## src/rtl/wb_interconnect_rr_nxm.sv

```systemverilog
// N-initiator x M-target Wishbone interconnect: registered per-target round-robin grants with
// cycle locking and an internal error responder. Optional per-target watchdog: WB_INTERCONNECT_TIMEOUT_EN.
module wb_interconnect_rr_nxm #(
    parameter int WB_ADDR_WIDTH  = 32,
    parameter int WB_DATA_WIDTH  = 32,
    parameter int N_INITIATORS   = 2,
    parameter int N_TARGETS      = 4,
    parameter logic [N_TARGETS*WB_ADDR_WIDTH-1:0] I_ADR_MASK = {N_TARGETS{32'hF000_0000}},
    parameter logic [N_TARGETS*WB_ADDR_WIDTH-1:0] T_ADR =
        {32'h1000_0000, 32'h2000_0000, 32'h3000_0000, 32'h4000_0000},
    parameter int TIMEOUT_CYCLES = 255
) (
    input  logic                                      clock,
    input  logic                                      reset,
    input  logic [N_INITIATORS*WB_ADDR_WIDTH-1:0]     t_adr,
    input  logic [N_INITIATORS*WB_DATA_WIDTH-1:0]     t_dat_w,
    output logic [N_INITIATORS*WB_DATA_WIDTH-1:0]     t_dat_r,
    input  logic [N_INITIATORS-1:0]                   t_cyc,
    input  logic [N_INITIATORS-1:0]                   t_stb,
    input  logic [N_INITIATORS-1:0]                   t_we,
    input  logic [N_INITIATORS*WB_DATA_WIDTH/8-1:0]   t_sel,
    output logic [N_INITIATORS-1:0]                   t_ack,
    output logic [N_INITIATORS-1:0]                   t_err,
    output logic [N_TARGETS*WB_ADDR_WIDTH-1:0]        i_adr,
    output logic [N_TARGETS*WB_DATA_WIDTH-1:0]        i_dat_w,
    output logic [N_TARGETS*WB_DATA_WIDTH/8-1:0]      i_sel,
    output logic [N_TARGETS-1:0]                      i_cyc,
    output logic [N_TARGETS-1:0]                      i_stb,
    output logic [N_TARGETS-1:0]                      i_we,
    input  logic [N_TARGETS*WB_DATA_WIDTH-1:0]        i_dat_r,
    input  logic [N_TARGETS-1:0]                      i_ack,
    input  logic [N_TARGETS-1:0]                      i_err
);

    localparam int AW = WB_ADDR_WIDTH;
    localparam int DW = WB_DATA_WIDTH;
    localparam int SW = WB_DATA_WIDTH / 8;
    localparam int IW = (N_INITIATORS > 1) ? $clog2(N_INITIATORS) : 1;
    localparam int TW = (N_TARGETS > 1) ? $clog2(N_TARGETS) : 1;

    logic [N_TARGETS-1:0]    busy_q, busy_d;
    logic [IW-1:0]           owner_q [N_TARGETS];
    logic [IW-1:0]           owner_d [N_TARGETS];
    logic [IW-1:0]           last_q  [N_TARGETS];
    logic [IW-1:0]           last_d  [N_TARGETS];
    logic [N_INITIATORS-1:0] err_q, err_d;

    logic [N_INITIATORS-1:0] hit_vld_s;
    logic [TW-1:0]           hit_idx_s [N_INITIATORS];
    logic [N_INITIATORS-1:0] own_vld_s;
    logic [TW-1:0]           own_tgt_s [N_INITIATORS];
    logic [N_INITIATORS-1:0] req_s     [N_TARGETS];
    logic [IW:0]             pick_s    [N_TARGETS];
    logic [N_TARGETS-1:0]    rel_s;
    logic [N_TARGETS-1:0]    stb_raw_s;
    logic [N_TARGETS-1:0]    tmo_s;

    function automatic logic tgt_hit(input logic [AW-1:0] adr, input int m);
        return (adr & I_ADR_MASK[(N_TARGETS-1-m)*AW +: AW]) == T_ADR[(N_TARGETS-1-m)*AW +: AW];
    endfunction

    // Returns {found, index} of the first requester after base, wrapping modulo N_INITIATORS.
    function automatic logic [IW:0] rr_pick(input logic [N_INITIATORS-1:0] req,
                                            input logic [IW-1:0] base);
        logic [IW:0] pick;
        int          c;
        pick = '0;
        for (int o = 1; o <= N_INITIATORS; o++) begin
            c    = (int'(base) + o) % N_INITIATORS;
            pick = (~pick[IW] & req[c]) ? {1'b1, IW'(c)} : pick;
        end
        return pick;
    endfunction

    // Address decode per initiator; iterating downward lets the lowest matching target win.
    always_comb begin
        for (int n = 0; n < N_INITIATORS; n++) begin
            hit_vld_s[n] = 1'b0;
            hit_idx_s[n] = '0;
            for (int m = N_TARGETS - 1; m >= 0; m--) begin
                hit_vld_s[n] = hit_vld_s[n] | tgt_hit(t_adr[n*AW +: AW], m);
                hit_idx_s[n] = tgt_hit(t_adr[n*AW +: AW], m) ? TW'(m) : hit_idx_s[n];
            end
        end
    end

    // Which target (if any) each initiator currently owns.
    always_comb begin
        for (int n = 0; n < N_INITIATORS; n++) begin
            own_vld_s[n] = 1'b0;
            own_tgt_s[n] = '0;
            for (int m = 0; m < N_TARGETS; m++) begin
                own_vld_s[n] = own_vld_s[n] | (busy_q[m] & (owner_q[m] == IW'(n)));
                own_tgt_s[n] = (busy_q[m] & (owner_q[m] == IW'(n))) ? TW'(m) : own_tgt_s[n];
            end
        end
    end

    // Grant next-state: a release hands straight to the next requester after the old owner.
    always_comb begin
        for (int m = 0; m < N_TARGETS; m++) begin
            for (int n = 0; n < N_INITIATORS; n++) begin
                req_s[m][n] = t_cyc[n] & t_stb[n] & hit_vld_s[n] &
                              (hit_idx_s[n] == TW'(m)) & ~own_vld_s[n];
            end
            rel_s[m]  = busy_q[m] & (~t_cyc[owner_q[m]] | tmo_s[m]);
            pick_s[m] = rr_pick(req_s[m], busy_q[m] ? owner_q[m] : last_q[m]);
            if (~busy_q[m] | rel_s[m]) begin
                busy_d[m]  = pick_s[m][IW];
                owner_d[m] = pick_s[m][IW] ? pick_s[m][IW-1:0] : owner_q[m];
                last_d[m]  = busy_q[m] ? owner_q[m] : last_q[m];
            end else begin
                busy_d[m]  = busy_q[m];
                owner_d[m] = owner_q[m];
                last_d[m]  = last_q[m];
            end
        end
    end

    // Error responder: unmapped address, or an owner strobing outside its granted target.
    always_comb begin
        for (int n = 0; n < N_INITIATORS; n++) begin
            err_d[n] = t_cyc[n] & t_stb[n] & ~err_q[n] &
                       (~hit_vld_s[n] | (own_vld_s[n] & (hit_idx_s[n] != own_tgt_s[n])));
        end
    end

    // Downstream mirror of each owner; the strobe only reaches the slave the owner decodes to.
    always_comb begin
        for (int m = 0; m < N_TARGETS; m++) begin
            stb_raw_s[m] = busy_q[m] & t_stb[owner_q[m]] & hit_vld_s[owner_q[m]] &
                           (hit_idx_s[owner_q[m]] == TW'(m));
            i_cyc[m] = busy_q[m] & t_cyc[owner_q[m]] & ~tmo_s[m];
            i_stb[m] = stb_raw_s[m] & ~tmo_s[m];
            i_we[m]  = busy_q[m] & t_we[owner_q[m]];
            i_adr[m*AW +: AW]   = busy_q[m] ? t_adr[int'(owner_q[m])*AW +: AW]   : '0;
            i_dat_w[m*DW +: DW] = busy_q[m] ? t_dat_w[int'(owner_q[m])*DW +: DW] : '0;
            i_sel[m*SW +: SW]   = busy_q[m] ? t_sel[int'(owner_q[m])*SW +: SW]   : '0;
        end
    end

    // Upstream responses go only to the owner; everyone else sees zeros.
    always_comb begin
        for (int n = 0; n < N_INITIATORS; n++) begin
            t_ack[n] = own_vld_s[n] & i_ack[own_tgt_s[n]];
            t_err[n] = err_q[n] | (own_vld_s[n] & (i_err[own_tgt_s[n]] | tmo_s[own_tgt_s[n]]));
            t_dat_r[n*DW +: DW] = own_vld_s[n] ? i_dat_r[int'(own_tgt_s[n])*DW +: DW] : '0;
        end
    end

    // Grant and error-responder state.
    always_ff @(posedge clock) begin
        if (reset) begin
            busy_q <= '0;
            err_q  <= '0;
            for (int m = 0; m < N_TARGETS; m++) begin
                owner_q[m] <= '0;
                last_q[m]  <= IW'(N_INITIATORS - 1);
            end
        end else begin
            busy_q <= busy_d;
            err_q  <= err_d;
            for (int m = 0; m < N_TARGETS; m++) begin
                owner_q[m] <= owner_d[m];
                last_q[m]  <= last_d[m];
            end
        end
    end

`ifdef WB_INTERCONNECT_TIMEOUT_EN
    localparam int CW = $clog2(TIMEOUT_CYCLES + 1);

    logic [CW-1:0]        cnt_q [N_TARGETS];
    logic [CW-1:0]        cnt_d [N_TARGETS];
    logic [N_TARGETS-1:0] tmo_q, tmo_d;

    // Watchdog: counts strobed cycles without a slave response; fires a one-cycle abort.
    always_comb begin
        for (int m = 0; m < N_TARGETS; m++) begin
            if (~busy_q[m] | i_ack[m] | i_err[m] | tmo_q[m]) begin
                cnt_d[m] = '0;
                tmo_d[m] = 1'b0;
            end else if (stb_raw_s[m] && (cnt_q[m] == CW'(TIMEOUT_CYCLES - 1))) begin
                cnt_d[m] = '0;
                tmo_d[m] = 1'b1;
            end else if (stb_raw_s[m]) begin
                cnt_d[m] = cnt_q[m] + CW'(1);
                tmo_d[m] = 1'b0;
            end else begin
                cnt_d[m] = cnt_q[m];
                tmo_d[m] = 1'b0;
            end
        end
    end

    // Watchdog state.
    always_ff @(posedge clock) begin
        if (reset) begin
            tmo_q <= '0;
            for (int m = 0; m < N_TARGETS; m++) cnt_q[m] <= '0;
        end else begin
            tmo_q <= tmo_d;
            for (int m = 0; m < N_TARGETS; m++) cnt_q[m] <= cnt_d[m];
        end
    end

    assign tmo_s = tmo_q;
`else
    assign tmo_s = '0;
`endif

endmodule

```

## config.mk

```make
export PLATFORM = sky130hd
export DESIGN_NAME = wb_interconnect_rr_nxm
export DESIGN_NICKNAME = d
export VERILOG_FILES = /design/src/rtl/wb_interconnect_rr_nxm.sv
export SDC_FILE = /design/constraint.sdc
export NUM_CORES = 1
export LEC_CHECK = 0
export ABC_AREA = 1
export CORE_AREA = 8 8 237 239
export DETAILED_ROUTE_END_ITERATION = 8
export DIE_AREA = 0 0 245 247
export PLACE_DENSITY = 0.39
export SETUP_SLACK_MARGIN = 0.15
export SLEW_MARGIN = 20
export SYNTH_ARGS = -nofsm -noshare
export SYNTH_HDL_FRONTEND = slang
export SYNTH_SLANG_ARGS = --single-unit
```

## constraint.sdc

```tcl
create_clock -name clock -period 1.8 [get_ports clock]
set_input_delay 0.27 -clock clock [delete_from_list [all_inputs] [get_ports clock]]
set_output_delay 0.27 -clock clock [all_outputs]
set_load 0.05 [all_outputs]
```

==> flow_summary_export.csv <==
group,metric,value,unit
drt,drtAntennaViolNets,0,
flow_run,maxCapViolCount,0,
synthesis,yosys.area.top_type,"o22ai_1",
sta,maxSlewHeadroom,0.7200,
drt,vias,12880,
synthesis,yosys-top-cells-count,"283 x o22ai_1, 228 x inv_1, 118 x nand2_1",
drt,vias_per_cell,4.774,
synthesis,synth.distinct_cells,25,
worst_setup_path,end_kind,"output pin",
layout,final_cell_count_no_fill,2698,
pwr,total_power,4162,uW
synthesis,synth_cells,1165,
cts,insertion_delay,250,ps
sta,tightest_slew,419.6,ps
sta,setup_ws,-320.3,ps
worst_setup_path,start_kind,"flop",
global_routing,grt_max_degree,36,
worst_setup_path,slowest_stage,"dfxtp_4",
drt,wl,80150,um
outcome,violations,"setup timing",
worst_setup_path,r2r-end,"last_q[2]$_DFFE_PP_",
worst_setup_path,rr_startpoint,"owner_q[0][2]$_SDFFE_PP0P_",
floorplan,die_w,245,um
layout,nets,2276,
layout,drive_above_1_share,0.6035,
global_routing,grt_util_met2,0.4500,
worst_setup_path,critical_path_class,"flop to output pin",
outcome,outcome,"finished with violations",
synthesis,netlist.area_leader.share,0.3046,
synthesis,syn_avg_cell_area,4.990,sq um
sta,min_period,2120,ps
cts,clkTransAtPathRegs,50,ps
placed_design,routabilityCongestion,0.9282,
cts,clk_path_buf_depth,2,
placed_design,place_area,18010,sq um
worst_hold_path,worstHoldPathType,"flop to flop",
synthesis,synth.mux.area_fraction,0,
sta,rsz0062_at_grt,"yes",
worst_hold_path,hp-start,"last_q[3]$_DFF_P_",
synthesis,synth_edf_count,3,
synthesis,ys_seq_area_frac,0.05338,
sta,fin_crit_sh,1.178,
synthesis,synth.most_common_cell,"o22ai_1",
global_routing,grt_util_met1,0.2775,
worst_setup_path,crit_end,"t_dat_r[38]",
cts,cts.htree.levels,1,
cts,cts_inserted_buffers,3,
sta,slew_violations,0,
placed_design,dp_slack,-220.4,ps
pwr,powerDensity,160.2,nW/um^2
sta,fmax,471.6,MHz
synthesis,syn_area,5813,sq um
floorplan,ios,632,
worst_setup_path,rr_worst_depth,10,
global_routing,grt_pass1_wl,110600,um
synthesis,synth_seq_cells,14,
layout,area_growth,347.0,%
synthesis,synth_compound_area_frac,0.5155,
floorplan,coreArea,52240,sq um
synthesis,synth-main-ff-cell,"dfxtp_1",
floorplan,die_h,247,um
sta,finClkSkew,3.071,ps
layout,multi_input_area,9394,sq um
synthesis,synthAdderAreaFrac,0,
global_routing,grt-busiest-layer,"met2",
layout,fill_cells,4608,
layout,seqCellArea,335.3,sq um
worst_setup_path,worstPathArrival,1850,ps
floorplan,die_area,60520,sq um
cts,cts_tree,"yes",
global_routing,antenna_found_initial,22,
layout,fin_area,25980,sq um
drt,drt_iter0_drc,594,
worst_setup_path,crit_fanout,13,
synthesis,synth-xor-area-share,0.003013,
pwr,vdd_drop_max,0.2383,mV
global_routing,use_met3,0.07531,
cts,clock_sinks,14,
global_routing,gr-total-overflow,0,
drt,drc,0,
worst_setup_path,reg2reg_slack,-60,ps
worst_setup_path,cpPeakStageDelay,360,ps
worst_setup_path,worstPathRequired,1530,ps
sta,finalHoldViolCount,0,
drt,avgRoutedWirePerCell,29.71,um
pwr,p_leak,0.009647,uW
worst_setup_path,crit_path_cell_trace,"nand2_4 > inv_4 > o21ai_4 > inv_4 > buf_12 > buf_16 > nand2_1 > o21ai_2 > a21oi_2 > nor2_4 > buf_12",
placed_design,io_buffers,631,
floorplan,std_cell_rows,84,
synthesis,yosys.area_share.simple,0.2034,
placed_design,dp_hpwl,53660,um
synthesis,syn_nets,1445,
global_routing,grt.total_usage,0.2481,
sta,final-setup-viol-count,328,
cts,cts-hold-fix-buffers,0,
global_routing,first_global_vias,13780,
synthesis,synth_top_family_by_area,"compound AO/OA/AOI/OAI gates",
synthesis,yosysWarningCount,0,
drt,dr.pass1.iters,5,
placed_design,post-place-cells,2515,
cts,clock-root-buffer,"clkbuf_16",
sta,fin_tns_setup,-58590,ps
synthesis,synthTopCellsByArea,"o22ai_1 30%, inv_1 15%, o21ai_0 8.6%, nand2_1 7.6%, a21oi_1 7.1%",
synthesis,async_reset_ff_frac,0,
worst_setup_path,crit_path_start,"owner_q[0][2]$_SDFFE_PP0P_",
floorplan,start_util,0.1113,
==> registers in the layout (all words and copies together), names as in the netlist <==
register / flops
busy_q: 4
err_q: 2
last_q: 4
owner_q: 4
==> cell type report <==
| type | instances | area share |
|---|---|---|
| multi-input cells | 809 | 0.3615 |
| repair buffers | 931 | 0.5515 |
| inverters | 236 | 0.03544 |
| clock buffers | 4 | 0.003419 |
| diodes | 15 | 0.001445 |
| repair inverters | 1 | 0.0006260 |
| well taps | 688 | 0.03313 |
| flip-flops and latches | 14 | 0.01290 |
==> how the worst min path moves through the flow <==
stage / end / slack [ps] / cells past startpoint
3_3_place_gp: last_q[3]$_DFF_P_ / 460 / 2
4_1_cts: last_q[3]$_DFF_P_ / 480 / 2
6_report: last_q[3]$_DFF_P_ / 480 / 2
3_5_place_dp: last_q[3]$_DFF_P_ / 470 / 2
2_1_floorplan: err_q[1]$_SDFF_PP0_ / 420 / 2
5_1_grt: last_q[3]$_DFF_P_ / 530 / 2
==> through the flow <==
step                        util  hold slack, ps
after floorplan                -           418.1
after global placement    0.3448           456.1
after detailed placement  0.3448           469.9
after CTS                 0.4769           481.0
after global routing      0.4974           531.9
final                     0.4975           481.5
==> worst max-delay path, delay by kind of cell, from the launching register on <==
family                 cells  cell delay (ps)
buffers and inverters      5              580
AOI/OAI and AO/OA          3              420
DFF                        1              360
and+or+nand+nor            3              220
==> cells in the final DEF, fill, tap and decap left out, types with 3 or more instances in the layout <==
cell type	count
nand4_1	4
diode_2	15
edfxtp_1	3
o21ai_0	38
bufbuf_16	4
dfxtp_1	3
dfxtp_4	6
o21ai_4	3
nand3_2	14
buf_6	79
nand3_4	4
a21oi_4	6
nand2_2	15
inv_2	5
a21oi_1	10
clkbuf_16	11
o21ai_1	66
o211ai_1	4
nand2_4	11
a21oi_2	67
clkdlybuf4s50_1	278
nor2_1	11
buf_4	97
nand2_8	5
o21ai_2	43
buf_16	69
nand3_1	59
inv_4	5
nor2_4	66
o22ai_4	278
o22ai_2	5
nand2_1	89
inv_1	222
nor2_2	6
buf_12	352
buf_8	43
==> logic make-up after synthesis <==
group	count (synthesis)
compound gates	522
flops	14
buf+inv	342
simple gates	285
xor+xnor	2
==> power by group <==
group / switching [uW] / leakage (uW) / internal [uW]
combinational: 1820 / 0.00948 / 1530
sequential: 6.90 / 0.000119 / 320
clock: 146 / 0.0000443 / 338
==> routing by layer <==
metal / up-vias / wire [um] / part of all wire
met1: 6354 / 29020 / 0.36
met3: 86 / 6738 / 0.084
met2: 581 / 42220 / 0.53
met5: - / 13 / 0.00016
met4: 2 / 2154 / 0.027
li1: 5858 / - / -
==> repair_timing <==
item,CTS,global route
cloned,55,9
buffers inserted,67,34
pin swaps,88,57
setup endpoints to repair,361,364
resized for setup,889,151
(Power assumes the default switching activity.)
